`src/rtl/bht_btb_access_ctrl.sv`:
```
// Single-port BHT/BTB RAM sequencer: arbitrates fetch lookups against read-modify-write branch updates.
// Optional BHT_BTB_INIT_EN: after reset, zero all 64 entries before fetch is admitted.
module bht_btb_access_ctrl (
    input  logic        clk,
    input  logic        reset,
    input  logic        lk_req,
    input  logic [10:0] lk_pc,
    output logic        lk_stall,
    output logic        lk_resp_valid,
    output logic        lk_hit,
    output logic        lk_taken,
    output logic [10:0] lk_target,
    input  logic        upd_valid,
    output logic        upd_ready,
    input  logic [10:0] upd_pc,
    input  logic        upd_taken,
    input  logic [10:0] upd_target,
    output logic [5:0]  mem_addr,
    output logic        mem_wr_en,
    output logic [31:0] mem_wr_data,
    input  logic [31:0] mem_rd_data
);

    localparam int unsigned TAG_W = 5;
    localparam int unsigned CTR_W = 2;
    localparam int unsigned PAD_W = 13;

    typedef enum logic [1:0] {
        ST_IDLE   = 2'd0,
        ST_UPD_WR = 2'd1,
        ST_INIT   = 2'd2
    } state_t;

    state_t             r_state;
    logic               r_buf_full;
    logic [10:0]        r_buf_pc;
    logic               r_buf_taken;
    logic [10:0]        r_buf_target;
    logic               r_resp_valid;
    logic [TAG_W-1:0]   r_lk_tag;
`ifdef BHT_BTB_INIT_EN
    logic [5:0]         r_init_addr;
`endif

    logic               w_word_clean;
    logic               w_upd_hit;
    logic [CTR_W-1:0]   w_old_ctr;
    logic [CTR_W-1:0]   w_new_ctr;
    logic [31:0]        w_upd_word;
    logic               w_lk_hit;

    // A word with stray upper bits is treated as not valid.
    assign w_word_clean = (mem_rd_data[31:19] == '0);
    assign w_upd_hit    = w_word_clean && mem_rd_data[16] && (mem_rd_data[15:11] == r_buf_pc[10:6]);
    assign w_old_ctr    = mem_rd_data[18:17];
    assign w_upd_word   = {PAD_W'(0), w_new_ctr, 1'b1, r_buf_pc[10:6], r_buf_target};

    always_comb begin
        w_new_ctr = r_buf_taken ? 2'b10 : 2'b01;
        if (w_upd_hit) begin
            if (r_buf_taken) begin
                w_new_ctr = (w_old_ctr == 2'b11) ? 2'b11 : w_old_ctr + 2'd1;
            end else begin
                w_new_ctr = (w_old_ctr == 2'b00) ? 2'b00 : w_old_ctr - 2'd1;
            end
        end
    end

    assign w_lk_hit      = r_resp_valid && w_word_clean && mem_rd_data[16]
                           && (mem_rd_data[15:11] == r_lk_tag);
    assign lk_resp_valid = r_resp_valid;
    assign lk_hit        = w_lk_hit;
    assign lk_taken      = w_lk_hit && mem_rd_data[18];
    assign lk_target     = w_lk_hit ? mem_rd_data[10:0] : 11'd0;
    assign upd_ready     = !r_buf_full && (r_state != ST_INIT);

    // RAM port steering; a pending write is suppressed while reset is asserted.
    always_comb begin
        mem_addr    = lk_pc[5:0];
        mem_wr_en   = 1'b0;
        mem_wr_data = '0;
        lk_stall    = 1'b0;
        case (r_state)
            ST_IDLE: begin
                if (r_buf_full) begin
                    mem_addr = r_buf_pc[5:0];
                    lk_stall = 1'b1;
                end
            end
            ST_UPD_WR: begin
                mem_addr    = r_buf_pc[5:0];
                mem_wr_en   = 1'b1;
                mem_wr_data = w_upd_word;
                lk_stall    = 1'b1;
            end
`ifdef BHT_BTB_INIT_EN
            ST_INIT: begin
                mem_addr  = r_init_addr;
                mem_wr_en = 1'b1;
                lk_stall  = 1'b1;
            end
`endif
            default: begin
                lk_stall = 1'b1;
            end
        endcase
        if (reset) begin
            mem_wr_en = 1'b0;
        end
    end

    always_ff @(posedge clk) begin
        if (reset) begin
`ifdef BHT_BTB_INIT_EN
            r_state     <= ST_INIT;
            r_init_addr <= 6'd0;
`else
            r_state     <= ST_IDLE;
`endif
            r_buf_full   <= 1'b0;
            r_buf_pc     <= 11'd0;
            r_buf_taken  <= 1'b0;
            r_buf_target <= 11'd0;
            r_resp_valid <= 1'b0;
            r_lk_tag     <= '0;
        end else begin
            r_resp_valid <= 1'b0;
            if (upd_valid && upd_ready) begin
                r_buf_full   <= 1'b1;
                r_buf_pc     <= upd_pc;
                r_buf_taken  <= upd_taken;
                r_buf_target <= upd_target;
            end
            case (r_state)
                ST_IDLE: begin
                    if (r_buf_full) begin
                        r_state <= ST_UPD_WR;
                    end else if (lk_req) begin
                        r_resp_valid <= 1'b1;
                        r_lk_tag     <= lk_pc[10:6];
                    end
                end
                ST_UPD_WR: begin
                    r_buf_full <= 1'b0;
                    r_state    <= ST_IDLE;
                end
`ifdef BHT_BTB_INIT_EN
                ST_INIT: begin
                    r_init_addr <= r_init_addr + 6'd1;
                    if (r_init_addr == 6'd63) begin
                        r_state <= ST_IDLE;
                    end
                end
`endif
                default: begin
                    r_state <= ST_IDLE;
                end
            endcase
        end
    end

endmodule

```
`config.mk`:
```
export PLATFORM = sky130hd
export DESIGN_NAME = bht_btb_access_ctrl
export DESIGN_NICKNAME = d
export VERILOG_FILES = /design/src/rtl/bht_btb_access_ctrl.sv
export SDC_FILE = /design/constraint.sdc
export NUM_CORES = 1
export LEC_CHECK = 0
export BUFFER_PORTS_ARGS = -buffer_cell sky130_fd_sc_hd__buf_4
export CORE_MARGIN = 2
export CORE_UTILIZATION = 36
export DETAILED_ROUTE_END_ITERATION = 16
export GPL_TIMING_DRIVEN = 0
export PLACE_DENSITY = 0.77
export SYNTH_ARGS = -nofsm -noshare
export SYNTH_HDL_FRONTEND = slang
export SYNTH_SLANG_ARGS = --single-unit
```
`constraint.sdc`:
```
create_clock -name clk -period 1.2 [get_ports clk]
set_input_delay 0.06 -clock clk [delete_from_list [all_inputs] [get_ports clk]]
set_output_delay 0.06 -clock clk [all_outputs]
set_load 0.005 [all_outputs]
```
==> reports/metrics.yaml <==
outcome:
  status: "complete, but fails checks"
  violations: "negative setup slack"
detailed_routing:
  vias_per_cell: 4.805
  drtIter0Drc: 51
  wl_per_cell_um: 13.86
  final_antenna_net_count: 0
  drc: 0
  dr.pass1.iters: 4
  routed_wl_um: 5682
  vias: 1970
placed_design:
  dpl_worst_slack_ns: -0.5060
  dp_hpwl_um: 3987
  portBuffers: 111
  place_congestion: 0.7596
  dp.cells: 390
grt:
  overflow: 0
  grt_pass1_wl_um: 8045
  grt_pass1_vias: 1786
  grt_max_degree: 11
  antenna_found_initial: 0
  grt_usage: 0.2038
sta:
  slew_headroom: 0.6341
  hold_viol: 0
  max_clock_freq_ghz: 0.5887
  tightest_slew_ns: 0.5488
  setup_violations: 23
  period_needed_ns: 1.699
  finalCritPeriodShare: 1.415
  fin_ws_ns: -0.4986
  rsz0062_at_grt: "true"
  fin_skew_ns: 0.003744
  slew_viol_final: 0
  tns_ns: -6.445
logic_synthesis:
  async_flop_share: 0
  ys_warn_count: 0
  avgSynthCellArea_um2: 7.594
  yosys.cell_types.count: 24
  synth_cells: 215
  synthFlopType: "dfxtp_1"
  syn_area_mm2: 0.001633
  ys_seq_area_frac: 0.3801
  synth_edf_count: 0
  ys_ff_latch: 31
power:
  cellPowerDensity_mw_per_mm2: 834.5
  max-vdd-ir-drop_mv: 0.8374
  leakage_nw: 1.513
  total_power_w: 0.002647
setup_path:
  cp.arrival_ns: 1.64
  cp_max_fo: 3
  r2r_start: "r_buf_full"
  critPathKind: "flop to output pin"
  start_kind: "flop"
  critical_path.startpoint: "r_buf_pc[10]"
  cp_data_required_time_ns: 1.14
  crit_path_end_kind: "output pin"
  critical_path.endpoint: "mem_wr_data[18]"
  rr_worst_depth: 6
  timing.rr.end: "r_lk_tag[2]"
  rrSetupSlack_ns: 0.07
finish:
  drive_gt1_frac: 0.6034
  syn2layout_area_growth_pct: 94.25
  fin_cells: 410
  fillers: 322
  fin_nets: 429
  fin_util: 0.7284
  diodes: 0
clock_tree:
  cts_tree: "done"
  cts-root-buf: "clkbuf_8"
  clock_path_buffers: 2
  cts.sinks: 31
  cts_made_buffers: 5
  clk_pin_slew_ns: 0.06
  clk_latency_ns: 0.28
  htree_levels: 2
run:
  drv_cap: 0
min_path:
  hold_start: "upd_pc[10]"
  min_path_type: "input pin to flop"
floorplanning:
  rows: 24
  die_area_mm2: 0.005090
  die_y_um: 71.35
  coreArea_mm2: 0.004354
  start_util: 0.3750
  die_w_um: 71.35
  io_pins: 125
==> worst max-delay path: stages (launching register included) <==
cell and delay, ns:
dfxtp_2 0.34, xnor2_2 0.13, nand3_2 0.11, or4_4 0.50, a31oi_4 0.16, buf_4 0.12
==> final cells by class <==
| class | count | area [µm²] | area share |
|---|---|---|---|
| inverter | 4 | 15.01 | 0.004734 |
| multi-input combinational | 168 | 1111 | 0.3503 |
| clock buffer | 6 | 72.57 | 0.02288 |
| tap | 52 | 65.06 | 0.02051 |
| timing repair buffer | 125 | 1065 | 0.3357 |
| buffer | 24 | 202.7 | 0.06391 |
| sequential | 31 | 640.6 | 0.2020 |
==> worst min path at each step <==
stage | endpoint | slack (ns) | cells past startpoint
after global placement | r_state[0] | 0.25 | 2
after detailed placement | r_state[0] | 0.26 | 2
after CTS | r_buf_pc[8] | 0.01 | 3
after global routing | r_buf_pc[5] | 0.02 | 3
after floorplan | r_state[0] | 0.13 | 1
final | r_buf_pc[10] | 0.02 | 3
==> cell usage after synthesis (2+ instances only) <==
cell,n,area share
a21oi_1,28,0.086
and2_1,28,0.11
buf_4,13,0.060
clkbuf_1,10,0.023
dfxtp_1,31,0.38
inv_1,4,0.0092
mux2_2,6,0.041
nand2_1,56,0.13
nand3_1,6,0.018
nand4_1,2,0.0077
nor2_1,5,0.011
nor3_1,3,0.0092
nor4_2,2,0.015
or4_1,2,0.0092
xnor2_1,10,0.054
==> routing by layer <==
metal | vias to the layer above | global-route usage | share of wire
met4 | 0 | 0.1006 | 0.049
met2 | 117 | 0.3693 | 0.50
met5 | - | 0 | 0
li1 | 959 | - | -
met3 | 26 | 0.08158 | 0.11
met1 | 868 | 0.1996 | 0.34
==> what timing repair did <==
item,CTS,global route
pin swaps,20,13
resized for setup,66,61
setup buffers,6,5
hold endpoints to repair,2,0
cloned,1,1
endpoints found under the setup margin,64,56
hold buffers,1,0
==> layout by cell type, fill, tap and decap left out, types with 3 or more instances in the layout <==
cell type,n
xnor2_2,8
mux2_4,6
nand3_1,4
buf_6,38
and2_4,19
nand2_1,53
buf_4,105
a21oi_1,25
nor2_1,4
dfxtp_2,10
and2_1,9
conb_1,13
clkbuf_1,4
a21oi_2,3
clkbuf_8,5
dfxtp_1,19
inv_2,3
==> stage by stage <==
step	hold WS [ns]	cell area (µm²)
floorplan	0.1311	1688
CTS	0.01287	2924
global route	0.02104	3172
finish	0.02309	3172
detailed placement	0.2607	2586
global placement	0.2535	2586
==> registers in the layout, summed over array words and instances, names as in the netlist <==
name / count
r_lk_tag: 5
r_buf_target: 11
r_buf_pc: 11
lk_resp_valid: 1
r_buf_taken: 1
r_buf_full: 1
r_state: 1
==> kinds of logic (layout without fill, tap and decap cells) <==
kind of cell,Yosys count,after routing,synth area share
AO/OA/AOI/OAI,31,31,0.09732
other,1,13,0.002297
buffers and inverters,28,159,0.09501
flip-flops,31,31,0.3801
XOR/XNOR,10,10,0.05364
adder cells (fa/ha/maj),1,1,0.006131
multiplexers,6,6,0.04138
AND/OR/NAND/NOR,107,107,0.3241
==> power breakdown <==
group	switching (W)	internal [W]	total [W]
Clock	0.000344	0.000385	0.000729
Sequential	0.0000490	0.00110	0.00115
Combinational	0.000303	0.000469	0.000771
Total	0.000695	0.00195	0.00265
Note: power is estimated with default switching activity, not from simulation.
